$ cat config.mk
export PLATFORM = sky130hd
export DESIGN_NAME = peripheral_opsequencer
export DESIGN_NICKNAME = d
export VERILOG_FILES = /design/src/rtl/peripheral_opsequencer.sv
export SDC_FILE = /design/constraint.sdc
export NUM_CORES = 1
export LEC_CHECK = 0
export ABC_AREA = 1
export BUFFER_PORTS_ARGS = -buffer_cell sky130_fd_sc_hd__clkbuf_2
export CAP_MARGIN = 40
export CORE_ASPECT_RATIO = 0.9
export CORE_MARGIN = 2
export CORE_UTILIZATION = 45
export DETAILED_ROUTE_END_ITERATION = 10
export GPL_TIMING_DRIVEN = 0
export PLACE_DENSITY = 0.71
export SYNTH_ARGS = -nofsm -noshare
export SYNTH_HDL_FRONTEND = slang
export SYNTH_SLANG_ARGS = --single-unit
$ cat constraint.sdc
create_clock -name clk -period 2.2 [get_ports clk]
set_input_delay 0.33 -clock clk [delete_from_list [all_inputs] [get_ports clk]]
set_output_delay 0.33 -clock clk [all_outputs]
set_load 0.005 [all_outputs]
$ cat src/rtl/peripheral_opsequencer.sv
// Operand/result sequencer between board I/O and the 32-bit arithmetic unit.
// Debounces the enter key, loads A and B byte-serially (LSB first), strobes the
// arithmetic unit, waits for its result (or times out), then lets the user step
// through the bytes of A, B and R on the 7-segment display path.
module peripheral_opsequencer #(
    parameter int DEBOUNCE = 4,     // cycles enter must be stable before a level change is accepted
    parameter int TIMEOUT  = 1024   // max cycles in WAIT before aborting with alu_err
) (
    input  logic        clk,
    input  logic        reset,
    input  logic        enter,
    input  logic        loaddata,
    input  logic [7:0]  inputdata,
    input  logic        alu_done,
    input  logic [31:0] dataR,
    output logic [31:0] dataA,
    output logic [31:0] dataB,
    output logic        alu_start,
    output logic        inputdata_ready,
    output logic        alu_err,
    output logic [7:0]  dataoutput,
    output logic [3:0]  pos
);

    localparam int DW = $clog2(DEBOUNCE + 1);
    localparam int TW = $clog2(TIMEOUT + 1);

    typedef enum logic [2:0] {LOAD_A, LOAD_B, START, WAIT, SHOW} state_t;

    state_t          state, state_next;
    logic            sync1, sync2, stable, stable_d, press;
    logic [DW-1:0]   db_cnt;
    logic [TW-1:0]   tmo_cnt;
    logic [1:0]      idx;      // load byte index, and display byte index in SHOW
    logic [1:0]      sel;      // display source in SHOW: 00=A, 01=B, 10=R
    logic [31:0]     data_r;
    logic [7:0]      shown_byte;
    logic            timeout_hit;

    assign timeout_hit = (tmo_cnt == TW'(TIMEOUT - 1));

    // Synchronise enter, filter bounce, and emit a one-cycle pulse on each accepted press.
    always_ff @(posedge clk or negedge reset) begin
        if (!reset) begin
            sync1    <= 1'b0;
            sync2    <= 1'b0;
            stable   <= 1'b0;
            stable_d <= 1'b0;
            press    <= 1'b0;
            db_cnt   <= '0;
        end else begin
            // NOTE: non-blocking assignments here, so every flop samples the pre-edge value of the others.
            sync1    <= enter;
            sync2    <= sync1;
            stable_d <= stable;
            press    <= stable & ~stable_d;
            if (sync2 != stable) begin
                if (db_cnt == DW'(DEBOUNCE - 1)) begin
                    stable <= sync2;
                    db_cnt <= '0;
                end else begin
                    db_cnt <= db_cnt + 1'b1;
                end
            end else begin
                db_cnt <= '0;
            end
        end
    end

    // State register.
    always_ff @(posedge clk or negedge reset) begin
        if (!reset) state <= LOAD_A;
        else        state <= state_next;
    end

    // Byte selected by the display cursor while in SHOW.
    always_comb begin
        shown_byte = 8'h00;
        case (sel)
            2'b00:   shown_byte = dataA[{idx, 3'b000} +: 8];
            2'b01:   shown_byte = dataB[{idx, 3'b000} +: 8];
            2'b10:   shown_byte = data_r[{idx, 3'b000} +: 8];
            default: shown_byte = 8'h00;
        endcase
    end

    // Next-state decode and display/strobe outputs.
    always_comb begin
        // NOTE: every output gets a default first so no path through the case can infer a latch.
        state_next = state;
        alu_start  = 1'b0;
        dataoutput = inputdata;
        pos        = 4'b1000;
        case (state)
            LOAD_A: begin
                pos = {2'b00, idx};
                if (press && loaddata && idx == 2'd3) state_next = LOAD_B;
            end
            LOAD_B: begin
                pos = {2'b01, idx};
                if (press && loaddata && idx == 2'd3) state_next = START;
            end
            START: begin
                alu_start  = 1'b1;
                dataoutput = 8'h00;
                state_next = WAIT;
            end
            WAIT: begin
                dataoutput = 8'h00;
                if (alu_done || timeout_hit) state_next = SHOW;
            end
            SHOW: begin
                pos        = {sel, idx};
                dataoutput = shown_byte;
                if (press && loaddata) state_next = LOAD_A;
            end
            default: state_next = LOAD_A;
        endcase
    end

    // Operand/result registers, byte index, display cursor, timeout and status flags.
    always_ff @(posedge clk or negedge reset) begin
        if (!reset) begin
            dataA           <= '0;
            dataB           <= '0;
            data_r          <= '0;
            idx             <= '0;
            sel             <= '0;
            tmo_cnt         <= '0;
            inputdata_ready <= 1'b0;
            alu_err         <= 1'b0;
        end else begin
            case (state)
                LOAD_A: if (press && loaddata) begin
                    dataA[{idx, 3'b000} +: 8] <= inputdata;
                    idx <= idx + 1'b1;          // wraps to 0 after byte 3, ready for LOAD_B
                end
                LOAD_B: if (press && loaddata) begin
                    dataB[{idx, 3'b000} +: 8] <= inputdata;
                    idx <= idx + 1'b1;
                end
                START: begin
                    alu_err <= 1'b0;
                    tmo_cnt <= '0;
                end
                WAIT: begin
                    // Presses are deliberately ignored here, even alongside alu_done.
                    if (alu_done) begin
                        data_r          <= dataR;
                        inputdata_ready <= 1'b1;
                        sel             <= 2'b00;
                        idx             <= 2'd0;
                    end else if (timeout_hit) begin
                        data_r          <= '0;
                        alu_err         <= 1'b1;
                        inputdata_ready <= 1'b1;
                        sel             <= 2'b00;
                        idx             <= 2'd0;
                    end else begin
                        tmo_cnt <= tmo_cnt + 1'b1;
                    end
                end
                SHOW: if (press) begin
                    if (loaddata) begin
                        inputdata_ready <= 1'b0;
                        idx             <= 2'd0;
                        sel             <= 2'b00;
                    end else begin
                        idx <= idx + 1'b1;
                        if (idx == 2'd3) sel <= (sel == 2'b10) ? 2'b00 : sel + 2'd1;
                    end
                end
                default: ;
            endcase
        end
    end

endmodule

==> results.toml, run 1 <==
[run_status]
outcome = "finished, violations left"
violations = "setup timing"

[synthesis]
ys_seq_area_share_pct = 46.8
ys_types = 29
ys_warn_count = 0
synth-seq-cells = 124
synth-async-reset-ratio_pct = 100
synth_area_um2 = 6630
syn_nets = 950
synth-edff-count = 0
avgSynthCellArea_um2 = 7.42
synthCells = 894
synthFlopType = "dfrtp_1"

[timing]
fin_hold_ws_ps = 128
period_share_pct = 103
tns_ps = -292
slew_viol_final = 0
fin_crit_ps = 2260
setup_viol = 8
setup_ws_ps = -59.2
rsz0062_at_grt = "yes"
worstMarginPinSlew_ps = 541
finalHoldViolCount = 0
slew_headroom_pct = 63.9
fmax_mhz = 443
skew_ps = 11.3

[place]
io_buffers = 122
gp_congestion = 1.04
dp_cells = 1215
hpwl_um = 15800

[clock_network]
clockBufferDepth = 2
clock_sinks = 124
cts_htree_levels = 4
clock_latency_ps = 430
cts_tree = "done"
clockRootBuffer = "clkbuf_16"
clk_pin_slew_ps = 60
cts_buffers = 17

[layout]
final_common_cell = "nand2_1"
n_antenna_cell = 0
final_cell_mix = "nand2_1 (331), clkbuf_2 (121), dfrtp_1 (120)"
final_util_pct = 59.2
areaGrowthSynthToFinish_pct = 29.8
fin_nets = 1098
final_cells = 1253
drive_gt1_share_pct = 26.2

[global_routing]
antenna_found_initial = 0
gr-total-overflow = 0
grt_pass1_wl_um = 33700
grt_use_total_pct = 28.0
grt_pass1_vias = 6458
grt_max_degree = 92

[critical_path]
worst_ep_arrival_time_ps = 1930
r2r-end = "dataA[27]"
required_ps = 1870
r2r-start = "idx[1]"
r2r_setup_slack_ps = 70
end_kind = "output port"
cp-start-kind = "flop"
worstPathMaxFanout = 4
rr_worst_depth = 11
crit_type = "reg -> out"

[die]
die_area_um2 = 15700
ios = 124
chipWidth_um = 132
rows = 42
initial_utilization_pct = 45.6
dieHeight_um = 119
core_um2 = 14600

[hold_path]
worstHoldEndpoint = "data_r[21]"
whs_path_depth = 3
hold_start = "dataR[21]"
hold_class = "in -> reg"

[routing]
drt_iter0_markers = 688
first_pass_iters = 5
drcViolationCount = 0
wl_per_cell_um = 17.1
viasPerCell = 5.36
dr_total_vias = 6714
routed_wl_um = 21400
drtAntennaViolNets = 0

[job]
maxCapViolations = 0

[pwr]
powerDensity_nw_per_um2 = 1190
vdd_drop_max_uv = 654
p_leak_nw = 4.48
## report_power, final
group          switching [W]  internal, W
clock network        0.00109      0.00208
logic                0.00233      0.00126
registers           0.000550      0.00295
total                0.00397      0.00629
## sequential cells by signal, indices dropped and copies added (netlist names), 2 cells and up
name / cells
dataA: 32
dataB: 32
data_r: 32
db_cnt: 3
idx: 2
sel: 2
state: 3
tmo_cnt: 11
## cell type report
cell class                 instances  area, µm²
timing repair buffer             133        727
clock inverter                    13        213
tap                              198        248
inverter                          69        273
buffer                            39        282
multi-input combinational        658       3310
fill                            1318       5950
sequential                       124       3110
clock buffer                      19        453
## stage by stage
| step | setup slack [ps] | power (W) | area [µm²] |
|---|---|---|---|
| finish | -59.2 | 0.0103 | 8610 |
| global route | -159 | 0.0109 | 8610 |
| CTS | -38.5 | 0.00998 | 8430 |
| detailed placement | -364 | 0.00668 | 7530 |
| global placement | -1140 | 0.00661 | 7490 |
| floorplan | 277 | 0.00535 | 6630 |
## synthesized netlist by cell type (4+ instances only)
library cell  count  area share, %
nor3_1            4           0.30
dfrtp_1         124             47
nor2_1           51            2.9
clkbuf_1         22            1.2
a21oi_1          12           0.91
o21ai_1          14            1.1
nand3_1         117            8.8
o21ai_0          65            4.9
nand4_1          10           0.94
o211ai_1          8           0.91
inv_2             5           0.28
buf_2            17            1.3
ha_1             11            2.1
nor2_2            8           0.75
nand2_1         332             19
inv_1            63            3.6
o31ai_1           5           0.57
nand3_2           4           0.60
nor2_4            4           0.68
xnor2_1           5           0.66
## logic make-up (layout without fill, tap and decap cells)
family | Yosys count | count (layout) | synth area share [%]
AO/OA/AOI/OAI | 104 | 104 | 8.34
AND/OR/NAND/NOR | 537 | 537 | 35.0
adder cells (fa/ha/maj) | 11 | 11 | 2.08
XOR/XNOR | 6 | 6 | 0.792
buffers and inverters | 112 | 273 | 7.02
flip-flops | 124 | 124 | 46.8
## critical path, stage by stage, from the launching register on
cell,delay [ps]
dfrtp_1,390
buf_4,160
ha_4,180
buf_4,140
nand2_1,80
nand3_1,120
nand3_2,110
nand3_2,90
nand3_1,90
nand2_1,50
clkbuf_2,100
## how the worst max path moves through the flow
stage / start / end / slack (ps)
6_report: sel[1] / dataoutput[2] / -60
5_1_grt: sel[0] / dataoutput[3] / -160
4_1_cts: sel[0] / dataoutput[5] / -40
3_5_place_dp: idx[0] / dataA[30] / -360
3_3_place_gp: reset / dataA[3] / -1140
2_1_floorplan: idx[0] / dataA[25] / 280
## metal layers
metal  vias to the layer above  share of wire (%)  global-route usage, %
met3                        54                9.2                   7.32
met1                      3176                 43                   37.9
li1                       3180                  -                      -
met2                       304                 45                   42.6
met5                         -                  0                      0
met4                         0                3.2                   11.8
## timing repair
action                     4_1_cts  5_1_grt
hold buffers                     1        1
setup endpoints to repair       73       52
hold endpoints to repair        33        1
pin swaps                        3        0
setup buffers                    6        2
resized for setup               60       49
Power figures use the tool's default switching activity.
==> run 2: changes to the inputs <==
--- a/config.mk
+++ b/config.mk
@@ -13,7 +13,7 @@
 export CORE_UTILIZATION = 45
 export DETAILED_ROUTE_END_ITERATION = 10
 export GPL_TIMING_DRIVEN = 0
-export PLACE_DENSITY = 0.71
+export PLACE_DENSITY = 0.72
 export SYNTH_ARGS = -nofsm -noshare
 export SYNTH_HDL_FRONTEND = slang
 export SYNTH_SLANG_ARGS = --single-unit
==> run 2 against run 1 <==
The run still ends with setup timing left. Largest power group is now sequential cells. Sequential share of layout area grew 0.42 points. Critical path depth shrank 2. First-iteration DRC count grew 2.2%. Non-clock buffer count grew 4. Utilization shrank 0.70 points. Sequential power is essentially flat.
==> results.toml, run 2 (same netlist as run 1, synthesis figures left out) <==
[run_status]
outcome = "finished, violations left"
violations = "setup timing"

[global_routing]
grt_pass1_vias = 6495
antenna_found_initial = 0
grt_max_degree = 65
grt_pass1_wl_um = 33800
grt_use_total_pct = 28.0
gr-total-overflow = 0

[layout]
drive_gt1_share_pct = 24.6
final_cells = 1257
areaGrowthSynthToFinish_pct = 28.3
n_antenna_cell = 0
fin_nets = 1102
final_common_cell = "nand2_1"
final_cell_mix = "nand2_1 (332), clkbuf_2 (123), dfrtp_1 (121)"
top_regs = "dataA (32), dataB (32), data_r (32)"

[clock_network]
clockBufferDepth = 2
clk_pin_slew_ps = 60
cts_htree_levels = 4
clock_latency_ps = 420
clockRootBuffer = "clkbuf_16"
cts_buffers = 17
cts_tree = "done"
clock_sinks = 124

[hold_path]
hold_class = "in -> reg"
whs_path_depth = 3
hold_start = "dataR[28]"
worstHoldEndpoint = "data_r[28]"

[timing]
slew_headroom_pct = 64.5
worstMarginPinSlew_ps = 532
period_share_pct = 104
setup_ws_ps = -79.1
fin_hold_ws_ps = 137
fmax_mhz = 439
tns_ps = -355
finalHoldViolCount = 0
skew_ps = 5.72
setup_viol = 8
slew_viol_final = 0
rsz0062_at_grt = "yes"
fin_crit_ps = 2280

[critical_path]
r2r-start = "idx[1]"
worstSetupStartpoint = "idx[0]"
rr_worst_depth = 10
worstPathMaxFanout = 10
r2r_setup_slack_ps = 60
required_ps = 1870
worst_ep_arrival_time_ps = 1950
r2r-end = "dataB[21]"
crit_type = "reg -> out"
end_kind = "output port"
cp-start-kind = "flop"

[die]
core_um2 = 14600
die_area_um2 = 15700
chipWidth_um = 132
ios = 124
dieHeight_um = 119
rows = 42
initial_utilization_pct = 45.6

[routing]
viasPerCell = 5.35
drt_iter0_markers = 703
drcViolationCount = 0
dr_total_vias = 6730
first_pass_iters = 5
wl_per_cell_um = 16.9
routed_wl_um = 21300
drtAntennaViolNets = 0

[place]
gp_congestion = 0.999
hpwl_um = 15700
post-place-ws_ps = -312
io_buffers = 122
dp_cells = 1215

[pwr]
power_w = 0.00986
powerDensity_nw_per_um2 = 1160
vdd_drop_max_uv = 721
p_leak_nw = 4.46

[job]
maxCapViolations = 0
-- run 2: cell count changes in the layout (fill, tap and decap cells not counted), sizes merged --
cell,delta
clkbuf,+2
bufinv,-2
buf,+5
inv,-1
-- run 2: worst max path at each step --
stage,to,cells past startpoint
after floorplan,dataA[25],10
after global placement,dataA[3],1
after detailed placement,dataA[28],10
after CTS,dataoutput[3],10
after global routing,dataoutput[1],10
final,dataoutput[3],8
-- run 2: area by class of cell --
type | instances | area (µm²)
multi-input combinational | 658 | 3230
sequential | 124 | 3110
inverter | 69 | 267
clock inverter | 10 | 139
buffer | 40 | 274
tap | 198 | 248
fill | 1346 | 6050
timing repair buffer | 136 | 766
clock buffer | 22 | 474
-- run 2: worst max-delay path: stages (launching register included) --
cell      delay (ps)
dfrtp_2          480
inv_2            170
buf_4            230
a21oi_1           80
o21ai_1          160
nand3_1          130
nand3_1          130
nand2_1           60
clkbuf_2         100
-- run 2: repair_timing --
item                                    in CTS  in global routing
buffers inserted                             8                  0
endpoints found under the setup margin      73                 46
endpoints found under the hold margin       63                  1
hold buffers                                 1                  1
gates resized for setup                     61                 27
pin swaps                                    3                  2
cloned                                       3                  0
-- run 2: routing by layer --
| layer | vias to the layer above | routed length (µm) | track usage, % |
|---|---|---|---|
| met5 | - | 0 | 0 |
| met4 | 0 | 530 | 8.97 |
| met3 | 49 | 2180 | 9.28 |
| met2 | 327 | 9470 | 42.1 |
| met1 | 3176 | 9130 | 38.4 |
| li1 | 3178 | - | - |
-- run 2: power breakdown --
group	total [W]	internal (W)	switching [W]
sequential	0.00349	0.00295	0.000534
clock	0.00291	0.00187	0.00104
combinational	0.00347	0.00122	0.00225
-- run 2: per-stage QoR --
step                      area (µm²)  utilization, %
final                           8510            58.4
after global routing            8510            58.4
after CTS                       8430            57.9
after detailed placement        7530            51.7
after global placement          7490            51.5
after floorplan                 6630               -
==> run 3: changes to the inputs <==
--- a/config.mk
+++ b/config.mk
@@ -12,7 +12,6 @@
 export CORE_MARGIN = 2
 export CORE_UTILIZATION = 45
 export DETAILED_ROUTE_END_ITERATION = 10
-export GPL_TIMING_DRIVEN = 0
 export PLACE_DENSITY = 0.72
 export SYNTH_ARGS = -nofsm -noshare
 export SYNTH_HDL_FRONTEND = slang
==> run 3 against run 2 <==
The run ends with hold timing, setup timing left. Power is 1.1% higher. Flip-flop and latch count stayed put. Sequential share of layout area is 0.19 points higher. Hold slack worse by 150 ps. Cell count is 1.8% lower. Non-clock buffer count is 23 lower. Utilization is 0.34 points lower. Clock power is 6.9% higher. Routed wire length is 0.37% lower. Critical path depth is 2 higher. Critical path type unchanged. Critical endpoint unchanged.
==> results.toml, run 3 (same netlist as run 1, synthesis figures left out) <==
[run_status]
outcome = "finished, violations left"
violations = "hold timing, setup timing"

[timing]
period_share_pct = 105
finalHoldViolCount = 2
setup_ws_ps = -106
slew_headroom_pct = 54.6
worstMarginPinSlew_ps = 682
slew_viol_final = 0
fin_hold_ws_ps = -14.6
fmax_mhz = 434
setup_viol = 8
skew_ps = 13.8
rsz0062_at_grt = "yes"
fin_crit_ps = 2310

[place]
io_buffers = 123
post-place-ws_ps = 286
gp_congestion = 0.913
hpwl_um = 14600

[clock_network]
clk_pin_slew_ps = 60
clockBufferDepth = 2
cts_htree_levels = 4
clockRootBuffer = "clkbuf_16"
clock_latency_ps = 440
cts_tree = "done"
clock_sinks = 124
cts_buffers = 17

[global_routing]
grt_pass1_wl_um = 33000
gr-total-overflow = 0
grt_max_degree = 125
use_met2_pct = 41.0
grt_use_total_pct = 27.4
gr-usage-met3_pct = 6.81
grt.busiest_layer = "met2"
use_met1_pct = 37.7
antenna_found_initial = 0
grt_pass1_vias = 6366

[die]
dieHeight_um = 119
ios = 124
chipWidth_um = 132
die_area_um2 = 15700
rows = 42
core_um2 = 14600
initial_utilization_pct = 45.6

[critical_path]
r2r_setup_slack_ps = 320
worst_ep_arrival_time_ps = 1980
crit_type = "reg -> out"
worstPathMaxFanout = 9
end_kind = "output port"
r2r-end = "state[1]"
required_ps = 1870
rr_worst_depth = 8
r2r-start = "tmo_cnt[0]"
cp-start-kind = "flop"

[layout]
areaGrowthSynthToFinish_pct = 27.5
fin_nets = 1079
top_regs = "dataA (32), dataB (32), data_r (32)"
drive_gt1_share_pct = 23.7
final_cell_mix = "nand2_1 (326), dfrtp_1 (123), clkbuf_2 (122)"
fillers = 1330
final_common_cell = "nand2_1"
n_antenna_cell = 0

[routing]
dr_total_vias = 6681
drt_iter0_markers = 893
viasPerCell = 5.41
first_pass_iters = 5
drtAntennaViolNets = 0
drcViolationCount = 0
routed_wl_um = 21200
wl_per_cell_um = 17.2

[pwr]
power_w = 0.00996
vdd_drop_max_uv = 678
powerDensity_nw_per_um2 = 1180
p_leak_nw = 4.44

[job]
maxCapViolations = 0

[hold_path]
hold_class = "in -> async"
==> run 3: cell count changes in the layout (fill, tap and decap cells not counted), moves of 5 or more <==
cell	change
buf_2	-14
buf_4	+8
clkbuf_1	-8
nand2_1	-6
nand2_2	+6
nand3_1	-6
nand3_2	+6
buf_6	-5
clkbuf_8	-5
==> run 3: worst max-delay path by stage <==
stage | slack, ps | depth (start not counted) | from | endpoint
after floorplan | 280 | 10 | idx[0] | dataA[25]
after global placement | 290 | 10 | sel[1] | dataoutput[1]
after detailed placement | 290 | 10 | sel[1] | dataoutput[1]
after CTS | -40 | 10 | sel[1] | dataoutput[1]
after global routing | -180 | 10 | sel[1] | dataoutput[3]
final | -110 | 10 | sel[0] | dataoutput[3]
==> run 3: area by class of cell <==
cell class | instances | area (µm²) | area share (%)
clock inverter | 13 | 214 | 2.53
multi-input combinational | 658 | 3230 | 38.2
sequential | 124 | 3100 | 36.7
clock buffer | 19 | 433 | 5.12
timing repair buffer | 153 | 968 | 11.4
inverter | 69 | 263 | 3.11
tap | 198 | 248 | 2.93
==> run 3: routing by layer <==
layer  vias up  part of all wire, %
li1       3150                    -
met1      3108                   42
met2       365                   44
met3        58                   10
met4         0                  3.3
met5         -                    0
==> run 3: per-stage QoR <==
stage               setup TNS (ps)  util (%)  area, µm²  instances  hold slack [ps]
floorplan                        0         -       6630        894             34.4
global placement                 0      51.3       7470       1191              338
detailed placement               0      51.3       7470       1191              341
CTS                           -260      57.3       8350       1233             40.8
global route                 -1150      58.1       8460       1234             62.0
finish                        -628      58.1       8460       1234            -14.6
==> run 3: worst max-delay path, stage by stage (launching register included) <==
cell,delay [ps]
dfrtp_1,400
buf_6,130
ha_4,210
buf_12,150
nand2_1,60
nand3_1,120
nand3_2,130
nand3_1,90
nand3_1,90
nand2_1,50
clkbuf_2,100
==> run 3: report_power, final <==
part	internal [W]	switching, W	total (W)
clock	0.00202	0.00110	0.00311
combinational	0.00115	0.00218	0.00333
sequential	0.00295	0.000570	0.00352
==> run 3: what timing repair did <==
action                     in CTS  in global routing
pin swaps                       6                  3
setup endpoints to repair       8                  8
resized for setup              25                 21
hold buffers                    1                  0
buffers inserted                6                  0
hold endpoints to repair        1                  0
cloned                          3                  1
